<file path="src/rtl/sd_request_arbiter_if.sv">
// Signal bundle between the requester cores, the sector-engine arbiter and sd_card.
// The master view belongs to the arbiter; the slave view belongs to the surrounding system.
interface sd_request_arbiter_if #(
    parameter int N = 6
);
    logic [N-1:0]    req_rd;
    logic [N-1:0]    req_wr;
    logic [32*N-1:0] req_sector;
    logic [8*N-1:0]  req_inbyte;
    logic [N-1:0]    req_busy;
    logic [N-1:0]    req_done;
    logic [N-1:0]    req_err;
    logic [N-1:0]    req_outen;
    logic [5:0]      sd_rstart;
    logic [5:0]      sd_wstart;
    logic [31:0]     sd_rsector;
    logic [7:0]      sd_inbyte;
    logic            sd_rbusy;
    logic            sd_rdone;
    logic            sd_outen;

    modport master (
        input  req_rd, req_wr, req_sector, req_inbyte, sd_rbusy, sd_rdone, sd_outen,
        output req_busy, req_done, req_err, req_outen,
               sd_rstart, sd_wstart, sd_rsector, sd_inbyte
    );

    modport slave (
        output req_rd, req_wr, req_sector, req_inbyte, sd_rbusy, sd_rdone, sd_outen,
        input  req_busy, req_done, req_err, req_outen,
               sd_rstart, sd_wstart, sd_rsector, sd_inbyte
    );
endinterface

</file>
<file path="src/rtl/sd_request_arbiter.sv">
// Round-robin arbiter sharing one sd_card sector engine between up to six requesters,
// with an enforced idle gap between transactions and an optional completion timeout.
module sd_request_arbiter #(
    parameter int          N          = 6,
    parameter int          GAP_CYCLES = 2,
    parameter logic [31:0] TIMEOUT    = 32'd50_000_000
) (
    input  logic                 clk,
    input  logic                 rstn,
    sd_request_arbiter_if.master bus
);

    typedef enum logic [1:0] {
        ST_IDLE  = 2'd0,
        ST_ISSUE = 2'd1,
        ST_WAIT  = 2'd2,
        ST_GAP   = 2'd3
    } state_t;

    state_t        state_q, state_d;
    logic [2:0]    grant_q, grant_d;
    logic          is_wr_q, is_wr_d;
    logic [2:0]    last_grant_q, last_grant_d;
    logic [N-1:0]  pend_rd_q, pend_rd_d;
    logic [N-1:0]  pend_wr_q, pend_wr_d;
    logic [5:0]    rstart_q, rstart_d;
    logic [5:0]    wstart_q, wstart_d;
    logic [31:0]   rsector_q, rsector_d;
    logic [31:0]   tmo_q, tmo_d;
    logic [15:0]   gap_q, gap_d;
    logic [N-1:0]  done_q, done_d;
    logic [N-1:0]  err_q, err_d;
    logic [N-1:0]  busy_q, busy_d;

    logic [N-1:0]  pend_any_s;
    logic [N-1:0]  clr_rd_s;
    logic [N-1:0]  clr_wr_s;
    logic [N-1:0]  outen_s;
    logic [2:0]    idx_s;
    logic [2:0]    pick_s;
    logic          found_s;
    logic          finish_s;
    logic          timed_out_s;
    logic          unused_s;

    // sd_rbusy is informational; sequencing relies solely on sd_rdone
    assign unused_s = bus.sd_rbusy;

    // Round-robin scan: first pending requester after last_grant, wrapping modulo N
    always_comb begin
        pend_any_s = pend_rd_q | pend_wr_q;
        found_s    = 1'b0;
        pick_s     = 3'd0;
        idx_s      = 3'd0;
        for (int k = 1; k <= N; k++) begin
            idx_s = 3'((int'(last_grant_q) + k) % N);
            if (!found_s && pend_any_s[idx_s]) begin
                found_s = 1'b1;
                pick_s  = idx_s;
            end else begin
                found_s = found_s;
            end
        end
    end

    // Transaction FSM next-state, start/sector datapath and completion pulses
    always_comb begin
        state_d      = state_q;
        grant_d      = grant_q;
        is_wr_d      = is_wr_q;
        last_grant_d = last_grant_q;
        rstart_d     = rstart_q;
        wstart_d     = wstart_q;
        rsector_d    = rsector_q;
        tmo_d        = tmo_q;
        gap_d        = gap_q;
        done_d       = '0;
        err_d        = '0;
        clr_rd_s     = '0;
        clr_wr_s     = '0;
        timed_out_s  = (TIMEOUT != 32'd0) && (tmo_q == TIMEOUT - 32'd1);
        finish_s     = bus.sd_rdone || timed_out_s;

        case (state_q)
            ST_IDLE: begin
                if (found_s) begin
                    grant_d   = pick_s;
                    rsector_d = bus.req_sector[int'(pick_s)*32 +: 32];
                    // Reads win over a simultaneous write; the write keeps its pending bit
                    if (pend_rd_q[pick_s]) begin
                        is_wr_d          = 1'b0;
                        clr_rd_s[pick_s] = 1'b1;
                        rstart_d         = 6'd1 << pick_s;
                    end else begin
                        is_wr_d          = 1'b1;
                        clr_wr_s[pick_s] = 1'b1;
                        wstart_d         = 6'd1 << pick_s;
                    end
                    state_d = ST_ISSUE;
                end else begin
                    state_d = ST_IDLE;
                end
            end
            ST_ISSUE: begin
                tmo_d   = 32'd0;
                state_d = ST_WAIT;
            end
            ST_WAIT: begin
                if (finish_s) begin
                    rstart_d        = 6'd0;
                    wstart_d        = 6'd0;
                    done_d[grant_q] = 1'b1;
                    err_d[grant_q]  = !bus.sd_rdone;
                    last_grant_d    = grant_q;
                    gap_d           = 16'd0;
                    state_d         = ST_GAP;
                end else begin
                    tmo_d = tmo_q + 32'd1;
                end
            end
            ST_GAP: begin
                if (gap_q == 16'(GAP_CYCLES - 1)) begin
                    state_d = ST_IDLE;
                end else begin
                    gap_d = gap_q + 16'd1;
                end
            end
            default: begin
                rstart_d = 6'd0;
                wstart_d = 6'd0;
                state_d  = ST_IDLE;
            end
        endcase

        // New requests are OR-ed in after clearing so a same-cycle re-request survives
        pend_rd_d = (pend_rd_q & ~clr_rd_s) | bus.req_rd;
        pend_wr_d = (pend_wr_q & ~clr_wr_s) | bus.req_wr;

        busy_d = pend_rd_d | pend_wr_d;
        if ((state_d == ST_ISSUE) || (state_d == ST_WAIT)) begin
            busy_d[grant_d] = 1'b1;
        end else begin
            busy_d = busy_d;
        end
    end

    // State and output registers with synchronous active-low reset
    always_ff @(posedge clk) begin
        if (!rstn) begin
            state_q      <= ST_IDLE;
            grant_q      <= 3'd0;
            is_wr_q      <= 1'b0;
            last_grant_q <= 3'(N - 1);
            pend_rd_q    <= '0;
            pend_wr_q    <= '0;
            rstart_q     <= 6'd0;
            wstart_q     <= 6'd0;
            rsector_q    <= 32'd0;
            tmo_q        <= 32'd0;
            gap_q        <= 16'd0;
            done_q       <= '0;
            err_q        <= '0;
            busy_q       <= '0;
        end else begin
            state_q      <= state_d;
            grant_q      <= grant_d;
            is_wr_q      <= is_wr_d;
            last_grant_q <= last_grant_d;
            pend_rd_q    <= pend_rd_d;
            pend_wr_q    <= pend_wr_d;
            rstart_q     <= rstart_d;
            wstart_q     <= wstart_d;
            rsector_q    <= rsector_d;
            tmo_q        <= tmo_d;
            gap_q        <= gap_d;
            done_q       <= done_d;
            err_q        <= err_d;
            busy_q       <= busy_d;
        end
    end

    // Read-data strobe steered only to the requester owning an active read
    always_comb begin
        outen_s = '0;
        if ((state_q == ST_WAIT) && !is_wr_q && bus.sd_outen) begin
            outen_s[grant_q] = 1'b1;
        end else begin
            outen_s = '0;
        end
    end

    assign bus.sd_rstart  = rstart_q;
    assign bus.sd_wstart  = wstart_q;
    assign bus.sd_rsector = rsector_q;
    assign bus.sd_inbyte  = bus.req_inbyte[int'(grant_q)*8 +: 8];
    assign bus.req_busy   = busy_q;
    assign bus.req_done   = done_q;
    assign bus.req_err    = err_q;
    assign bus.req_outen  = outen_s;

endmodule

</file>
<file path="src/flat_wrapper.sv">
// flat-port wrapper written by rule: the top's interface ports become plain ports
module sd_request_arbiter_flat 
#(
    parameter int          N          = 6,
    parameter int          GAP_CYCLES = 2,
    parameter logic [31:0] TIMEOUT    = 32'd50_000_000
)
  (clk, rstn, bus_req_rd, bus_req_wr, bus_req_sector, bus_req_inbyte, bus_sd_rbusy, bus_sd_rdone, bus_sd_outen, bus_req_busy, bus_req_done, bus_req_err, bus_req_outen, bus_sd_rstart, bus_sd_wstart, bus_sd_rsector, bus_sd_inbyte);
  sd_request_arbiter_if #(.N(N)) bus_i ();
  input  logic clk;
  input  logic rstn;
  input wire logic [$bits(bus_i.req_rd)-1:0] bus_req_rd;
  input wire logic [$bits(bus_i.req_wr)-1:0] bus_req_wr;
  input wire logic [$bits(bus_i.req_sector)-1:0] bus_req_sector;
  input wire logic [$bits(bus_i.req_inbyte)-1:0] bus_req_inbyte;
  input wire logic [$bits(bus_i.sd_rbusy)-1:0] bus_sd_rbusy;
  input wire logic [$bits(bus_i.sd_rdone)-1:0] bus_sd_rdone;
  input wire logic [$bits(bus_i.sd_outen)-1:0] bus_sd_outen;
  output wire logic [$bits(bus_i.req_busy)-1:0] bus_req_busy;
  output wire logic [$bits(bus_i.req_done)-1:0] bus_req_done;
  output wire logic [$bits(bus_i.req_err)-1:0] bus_req_err;
  output wire logic [$bits(bus_i.req_outen)-1:0] bus_req_outen;
  output wire logic [$bits(bus_i.sd_rstart)-1:0] bus_sd_rstart;
  output wire logic [$bits(bus_i.sd_wstart)-1:0] bus_sd_wstart;
  output wire logic [$bits(bus_i.sd_rsector)-1:0] bus_sd_rsector;
  output wire logic [$bits(bus_i.sd_inbyte)-1:0] bus_sd_inbyte;
  assign bus_i.req_rd = bus_req_rd;
  assign bus_i.req_wr = bus_req_wr;
  assign bus_i.req_sector = bus_req_sector;
  assign bus_i.req_inbyte = bus_req_inbyte;
  assign bus_i.sd_rbusy = bus_sd_rbusy;
  assign bus_i.sd_rdone = bus_sd_rdone;
  assign bus_i.sd_outen = bus_sd_outen;
  assign bus_req_busy = bus_i.req_busy;
  assign bus_req_done = bus_i.req_done;
  assign bus_req_err = bus_i.req_err;
  assign bus_req_outen = bus_i.req_outen;
  assign bus_sd_rstart = bus_i.sd_rstart;
  assign bus_sd_wstart = bus_i.sd_wstart;
  assign bus_sd_rsector = bus_i.sd_rsector;
  assign bus_sd_inbyte = bus_i.sd_inbyte;
  sd_request_arbiter #(.N(N), .GAP_CYCLES(GAP_CYCLES), .TIMEOUT(TIMEOUT)) u_core (.clk(clk), .rstn(rstn), .bus(bus_i));
endmodule
</file>
<file path="config.mk">
export PLATFORM = sky130hd
export DESIGN_NAME = sd_request_arbiter_flat
export DESIGN_NICKNAME = d
export VERILOG_FILES = /design/src/rtl/sd_request_arbiter_if.sv /design/src/rtl/sd_request_arbiter.sv /design/src/flat_wrapper.sv
export SDC_FILE = /design/constraint.sdc
export NUM_CORES = 1
export LEC_CHECK = 0
export ABC_AREA = 1
export BUFFER_PORTS_ARGS = -buffer_cell sky130_fd_sc_hd__buf_2
export CORE_AREA = 5 5 142 144
export CTS_CLUSTER_DIAMETER = 150
export DETAILED_ROUTE_END_ITERATION = 16
export DIE_AREA = 0 0 147 149
export PLACE_DENSITY_LB_ADDON = 0.2
export REMOVE_ABC_BUFFERS = 1
export SLEW_MARGIN = 20
export SYNTH_ARGS = -nofsm -noshare
export SYNTH_HDL_FRONTEND = slang
export SYNTH_SLANG_ARGS = --single-unit
</file>
<file path="constraint.sdc">
create_clock -name clk -period 3.6 [get_ports clk]
set_clock_uncertainty 0.15 [all_clocks]
set_input_delay 0.54 -clock clk [delete_from_list [all_inputs] [get_ports clk]]
set_output_delay 0.54 -clock clk [all_outputs]
set_load 0.05 [all_outputs]
</file>
# Word level (Yosys, flattened, before mapping)
# Cells that the tools add are included.
[totals] reg_bits=131 in_bits=257 out_inout_bits=76 elab_cells=155
[classes] addsub=8 div_mod_pow=6 order_cmp=12 n_eq_ne=13 shifts=3 mux=59 n_bitwise=10 reduce_logical=30
[op_table] op="$mod A32 B4 Y32 const B" n=6
[op_table] op="$shiftx A192 B9 Y32" n=1
[op_table] op="$mux W6" n=13
[op_table] op="$pmux W32 S2" n=1
[op_table] op="$shiftx A48 B7 Y8" n=1
[op_table] op="$lt A3 B4 Y1 const B" n=9
[op_table] op="$add A32 B1 Y32 const B" n=1
[op_table] op="$eq A32 B26 Y1 const B" n=1
[op_table] op="$mux W16" n=2
[op_table] op="$mux W32" n=1
[op_table] op="$pmux W16 S2" n=1
[op_table] op="$or A6 B6 Y6" n=5
[op_table] op="$mux W3" n=8
[op_table] op="$pmux W6 S2" n=2
[op_table] op="$bmux W1 S3" n=7
[op_table] op="$and A6 B6 Y6" n=3
[op_table] op="$mux W1" n=18
[op_table] op="$add A16 B1 Y16 const B" n=1
[op_table] op="$eq A16 B1 Y1 const B" n=1
[op_table] op="$add A3 B3 Y4 const B" n=3
[op_table] op="$not A6 Y6" n=2
[op_table] op="$logic_and A1 B1 Y1" n=10
[op_table] op="$demux W1 S3" n=3
[op_table] op="$ge A3 B1 Y1 const B" n=3
[op_table] op="16 further kinds" n=38

# Longest topological paths before layout
[logic_depth] word_depth=33 mapped_depth=32 depth_no_buf=31

# Worst setup path after synthesis
# Ideal clock, no wire load.
[synth_path] path_type="reg-to-reg" from="register u_core.last_grant_q[0]" to="register u_core.wstart_q[0] (netlist: u_core.bus.sd_wstart[0])" setup_time_ps=117 arrival_ps=3342 required_ps=3333 slack_ps=-9 path_stages_with_launch=29 synth_period_minus_slack_ps=3609 cell_sequence="dfxtp_1 inv_2 buf_6 ha_1 inv_1 nand2_1 nand2_1 ha_1 nor2_1 nand3_1 nand2_2 nand3_1 nand2_2 nand2_1 nand3_1 nand2_2 nor2_8 nand4_4 inv_2 nand2_4 nand2_8 nand2_1 nand3_2 nand2_2 nand2_4 nand3_4 buf_6 a21oi_1 nor2_1"
[synth_via] elab_chain_len=24
[synth_lines] item="start: declaration" line="sd_request_arbiter.sv:23" rtl="logic [2:0] last_grant_q, last_grant_d;"
[synth_lines] item="start signal: assignment" line="sd_request_arbiter.sv:153" rtl="last_grant_q <= 3'(N - 1);"
[synth_lines] item="start signal: assignment" line="sd_request_arbiter.sv:168" rtl="last_grant_q <= last_grant_d;"
[synth_lines] item="$add A3 B1 Y4" line="sd_request_arbiter.sv:56" rtl="idx_s = 3'((int'(last_grant_q) + k) % N);"
[synth_lines] item="$mod A32 B4 Y32" line="sd_request_arbiter.sv:56"
[synth_lines] item="$bmux W1 S3" line="sd_request_arbiter.sv:57" rtl="if (!found_s && pend_any_s[idx_s]) begin"
[synth_lines] item="$mux W1 (not written as such)" line="sd_request_arbiter.sv:57"
[synth_lines] item="$mux W1" line="sd_request_arbiter.sv:57"
[synth_lines] item="$logic_not A1 Y1" line="sd_request_arbiter.sv:57"
[synth_lines] item="$logic_and A1 B1 Y1" line="sd_request_arbiter.sv:57"
[synth_lines] item="$mux W1" line="sd_request_arbiter.sv:57"
[synth_lines] item="[8 not listed]"
[synth_lines] item="$mux W1" line="sd_request_arbiter.sv:57"
[synth_lines] item="$logic_not A1 Y1" line="sd_request_arbiter.sv:57"
[synth_lines] item="$logic_and A1 B1 Y1" line="sd_request_arbiter.sv:57"
[synth_lines] item="$mux W3" line="sd_request_arbiter.sv:57"
[synth_lines] item="$bmux W1 S3 or $shl A1 B3 Y6 (tied branches)" line="sd_request_arbiter.sv:90, sd_request_arbiter.sv:97"
[synth_lines] item="$mux W1 (not written as such) or $mux W6 (tied branches)" line="sd_request_arbiter.sv:90" rtl="if (pend_rd_q[pick_s]) begin"
[synth_lines] item="$ne A2 B2 Y1 (no line) or $mux W6 (tied branches)"
[synth_lines] item="$reduce_and A4 Y1 (no line) or $pmux W6 S2 (tied branches)"
[synth_lines] item="end signal: assignment" line="sd_request_arbiter.sv:172" rtl="wstart_q <= wstart_d;"
[synth_lines] item="end: declaration" line="sd_request_arbiter.sv:27" rtl="logic [5:0] wstart_q, wstart_d;"
# Several ways; a longest one is shown, not always the timed one. The select of a mux whose other input is x is not followed.
# A chain may end at the register's enable or synchronous reset.

# Worst setup path after layout
[layout_path] from="register u_core.last_grant_q[1]" to="register u_core.wstart_q[2] (netlist: u_core.bus.sd_wstart[2])"
# Same word-level chain as after synthesis.

==> impl_metrics.csv <==
group,metric,value,unit
grt,gr-total-overflow,0,
setup_path,slowest_stage,"dfxtp_4",
setup_path,start_kind,"flop",
clock_network,cts_made_buffers,17,
grt,gr-usage-met1,31.4,%
detailed_routing,ant_nets,0,
layout,final_area,0.0117,mm2
grt,use_met3,6.14,%
synth,ys_warn_count,0,
placed_design,gp_congestion,0.912,
power_and_ir_drop,peakVddDrop,0.000617,V
detailed_routing,wl_per_cell,16.7,um
setup_path,cp_slowest_stage_delay,350,ps
synth,ys_seq_elements,131,
detailed_routing,drtIter0Drc,672,
grt,use_met2,46.8,%
detailed_routing,drc,0,
grt,grt_max_degree,64,
power_and_ir_drop,p_int,6.03,mW
clock_network,clk-insertion-delay-late,420,ps
grt,top_usage_layer,"met2",
clock_network,cts_tree,"done",
clock_network,root_buffer,"clkbuf_16",
clock_network,cts_max_path_buffers,2,
detailed_routing,wl,31700,um
layout,fillers,1708,
setup_path,crit_top_cell,"nand2_4",
sta,rsz0062_at_grt,"yes",
placed_design,numPlacedInstances,1843,
sta,slew_headroom,46.0,%
power_and_ir_drop,combPwrFrac,70.5,%
sta,holdWs,229,ps
layout,final_common_cell,"nand2_1",
power_and_ir_drop,p_sw,6.52,mW
layout,instances_no_fill,1892,
grt,grt.total_usage,26.8,%
clock_network,h-tree-depth,4,
power_and_ir_drop,p_total,12.5,mW
layout,drive_above_1_share,35.3,%
sta,fmax,279,MHz
setup_path,worstSetupPathType,"reg2reg",
synth,yosysSeqAreaShare,32.5,%
sta,final-hold-violation-count,0,
clock_network,path_clk_slew,60,ps
detailed_routing,vias_per_cell,5.34,
sta,tns,0,ps
synth,yosys.area.top_type_share,32.5,%
sta,slew_viol_final,0,
setup_path,rr_worst_depth,25,
floorplan,die_area,0.0219,mm2
floorplan,chipHeight,149,um
synth,syn_avg_cell_area,6.45,um2
flow_run,maxCapViolCount,0,
power_and_ir_drop,pwr-share-clk,14.7,%
power_and_ir_drop,switching_share,51.9,%
hold_path,hold_class,"in2reg",
sta,fin_crit_sh,99.7,%
power_and_ir_drop,seq_power_share,14.8,%
outcome,status,"finished, final reports clean",
layout,final_net_count,1916,
detailed_routing,dr.pass1.iters,5,
synth,synth_area,0.00806,mm2
synth,yosysUniqueCellTypes,55,
layout,n_antenna_cell,0,
setup_path,crit_required,3770,ps
setup_path,worstSetupEndpointType,"flop",
layout,final_core_util,63.0,%
detailed_routing,dr_total_vias,10100,
grt,grt_pass1_wl,47800,um
floorplan,core_region_area,0.0186,mm2
sta,layout_min_cycle_time,3590,ps
synth,synth_area_leaders,"dfxtp_1 33%, nand2_1 19%, inv_1 5.4%, nand3_1 5.0%, a31oi_1 4.9%",
sta,finalWorstSetupSlack,10.5,ps
floorplan,num_io_pins,333,
setup_path,cp.arrival,3760,ps
synth,syn_inst,1250,
placed_design,hpwl,23700,um
hold_path,whs_path_depth,3,
power_and_ir_drop,power-per-cell-area,1070,mW/mm2
layout,layout_common_cells,"382 x nand2_1, 331 x buf_2, 128 x dfxtp_1",
synth,yosysTopAreaCell,"dfxtp_1",
setup_path,cp.depth,25,
setup_path,crit_buf_inv,5,
clock_network,clock-sinks,131,
placed_design,placed_area,0.0105,mm2
floorplan,num_rows,50,
placed_design,io_buffers,331,
grt,antenna_found_initial,0,
sta,tightest_slew,807,ps
floorplan,fp.dieW,147,um
layout,syn_to_final_growth,45.1,%
sta,setup_violations,0,
floorplan,start_util,43.4,%
setup_path,critPathMaxFanout,7,
placed_design,place_ws,-137,ps
setup_path,crit_family,"simple AND/OR/NAND/NOR gates",
power_and_ir_drop,leakage,5.57,nW
grt,grt_pass1_vias,9826,
-- final timing paths --
kind,from,endpoint,slack [ps]
min,bus_req_sector[143],u_core.bus.sd_rsector[15],230
max,u_core.last_grant_q[1],u_core.bus.sd_wstart[2],10
min reg2reg,u_core.bus.sd_rstart[4],u_core.bus.sd_rstart[4],310
max reg2reg,u_core.last_grant_q[1],u_core.bus.sd_wstart[2],10
-- cells by family after synthesis --
logic type / after synthesis / synth area share (%)
DFF: 131 / 32.5
buffers and inverters: 183 / 9.33
xor gates and xnor gates: 2 / 0.217
and+or+nand+nor: 682 / 38.1
AOI/OAI and AO/OA: 239 / 17.8
adders and majority gates: 13 / 2.02
-- synthesized netlist by cell type, drive strengths merged --
cell type	number
a211oi	7
a21boi	1
a21o	3
a21oi	65
a221o	1
a221oi	4
a22o	2
a22oi	14
a311oi	2
a31oi	63
a32o	1
a32oi	3
buf	32
clkbuf	21
clkinv	3
dfxtp	131
ha	13
inv	127
nand2	421
nand3	92
nand3b	2
nand4	53
nor2	84
nor3	17
nor3b	1
nor4	8
o2111ai	1
o211a	1
o211ai	3
o21a	2
o21ai	64
o22ai	1
o41ai	1
or2	4
xnor2	1
xor2	1
-- power groups by stage --
stage	Combinational (mW)	Sequential (mW)	Clock, mW
floorplan	4.08	2.51	0
global placement	7.54	1.87	0
detailed placement	7.59	1.87	0
CTS	7.94	1.85	1.86
global route	9.43	1.88	1.93
finish	8.85	1.86	1.84
-- final cells by class --
class / count / area (um2) / share of cell area (%)
Inverter: 130 / 504 / 4.31
Sequential cell: 131 / 2630 / 22.5
Tap cell: 234 / 293 / 2.50
Timing Repair Buffer: 429 / 2550 / 21.8
Multi-Input combinational cell: 937 / 5100 / 43.6
Clock inverter: 12 / 179 / 1.53
Clock buffer: 19 / 443 / 3.79
-- tightest hold or removal path: cells and delay by family --
family	cells	cell delay, ps
simple gates	1	50
buf+inv	1	100
compound gates	1	70
-- metal layers --
metal / routed length [um] / up-vias
li1: - / 4998
met1: 12500 / 4626
met2: 15600 / 390
met3: 2210 / 86
met4: 1350 / 0
met5: 0 / -
-- repair_timing --
action,CTS,global route
endpoints found under the setup margin,57,70
resized for setup,25,85
setup buffers,3,12
pin swaps,16,42
cloned,1,2
hold buffers,0,0
Note: power is estimated with default switching activity, not from simulation.
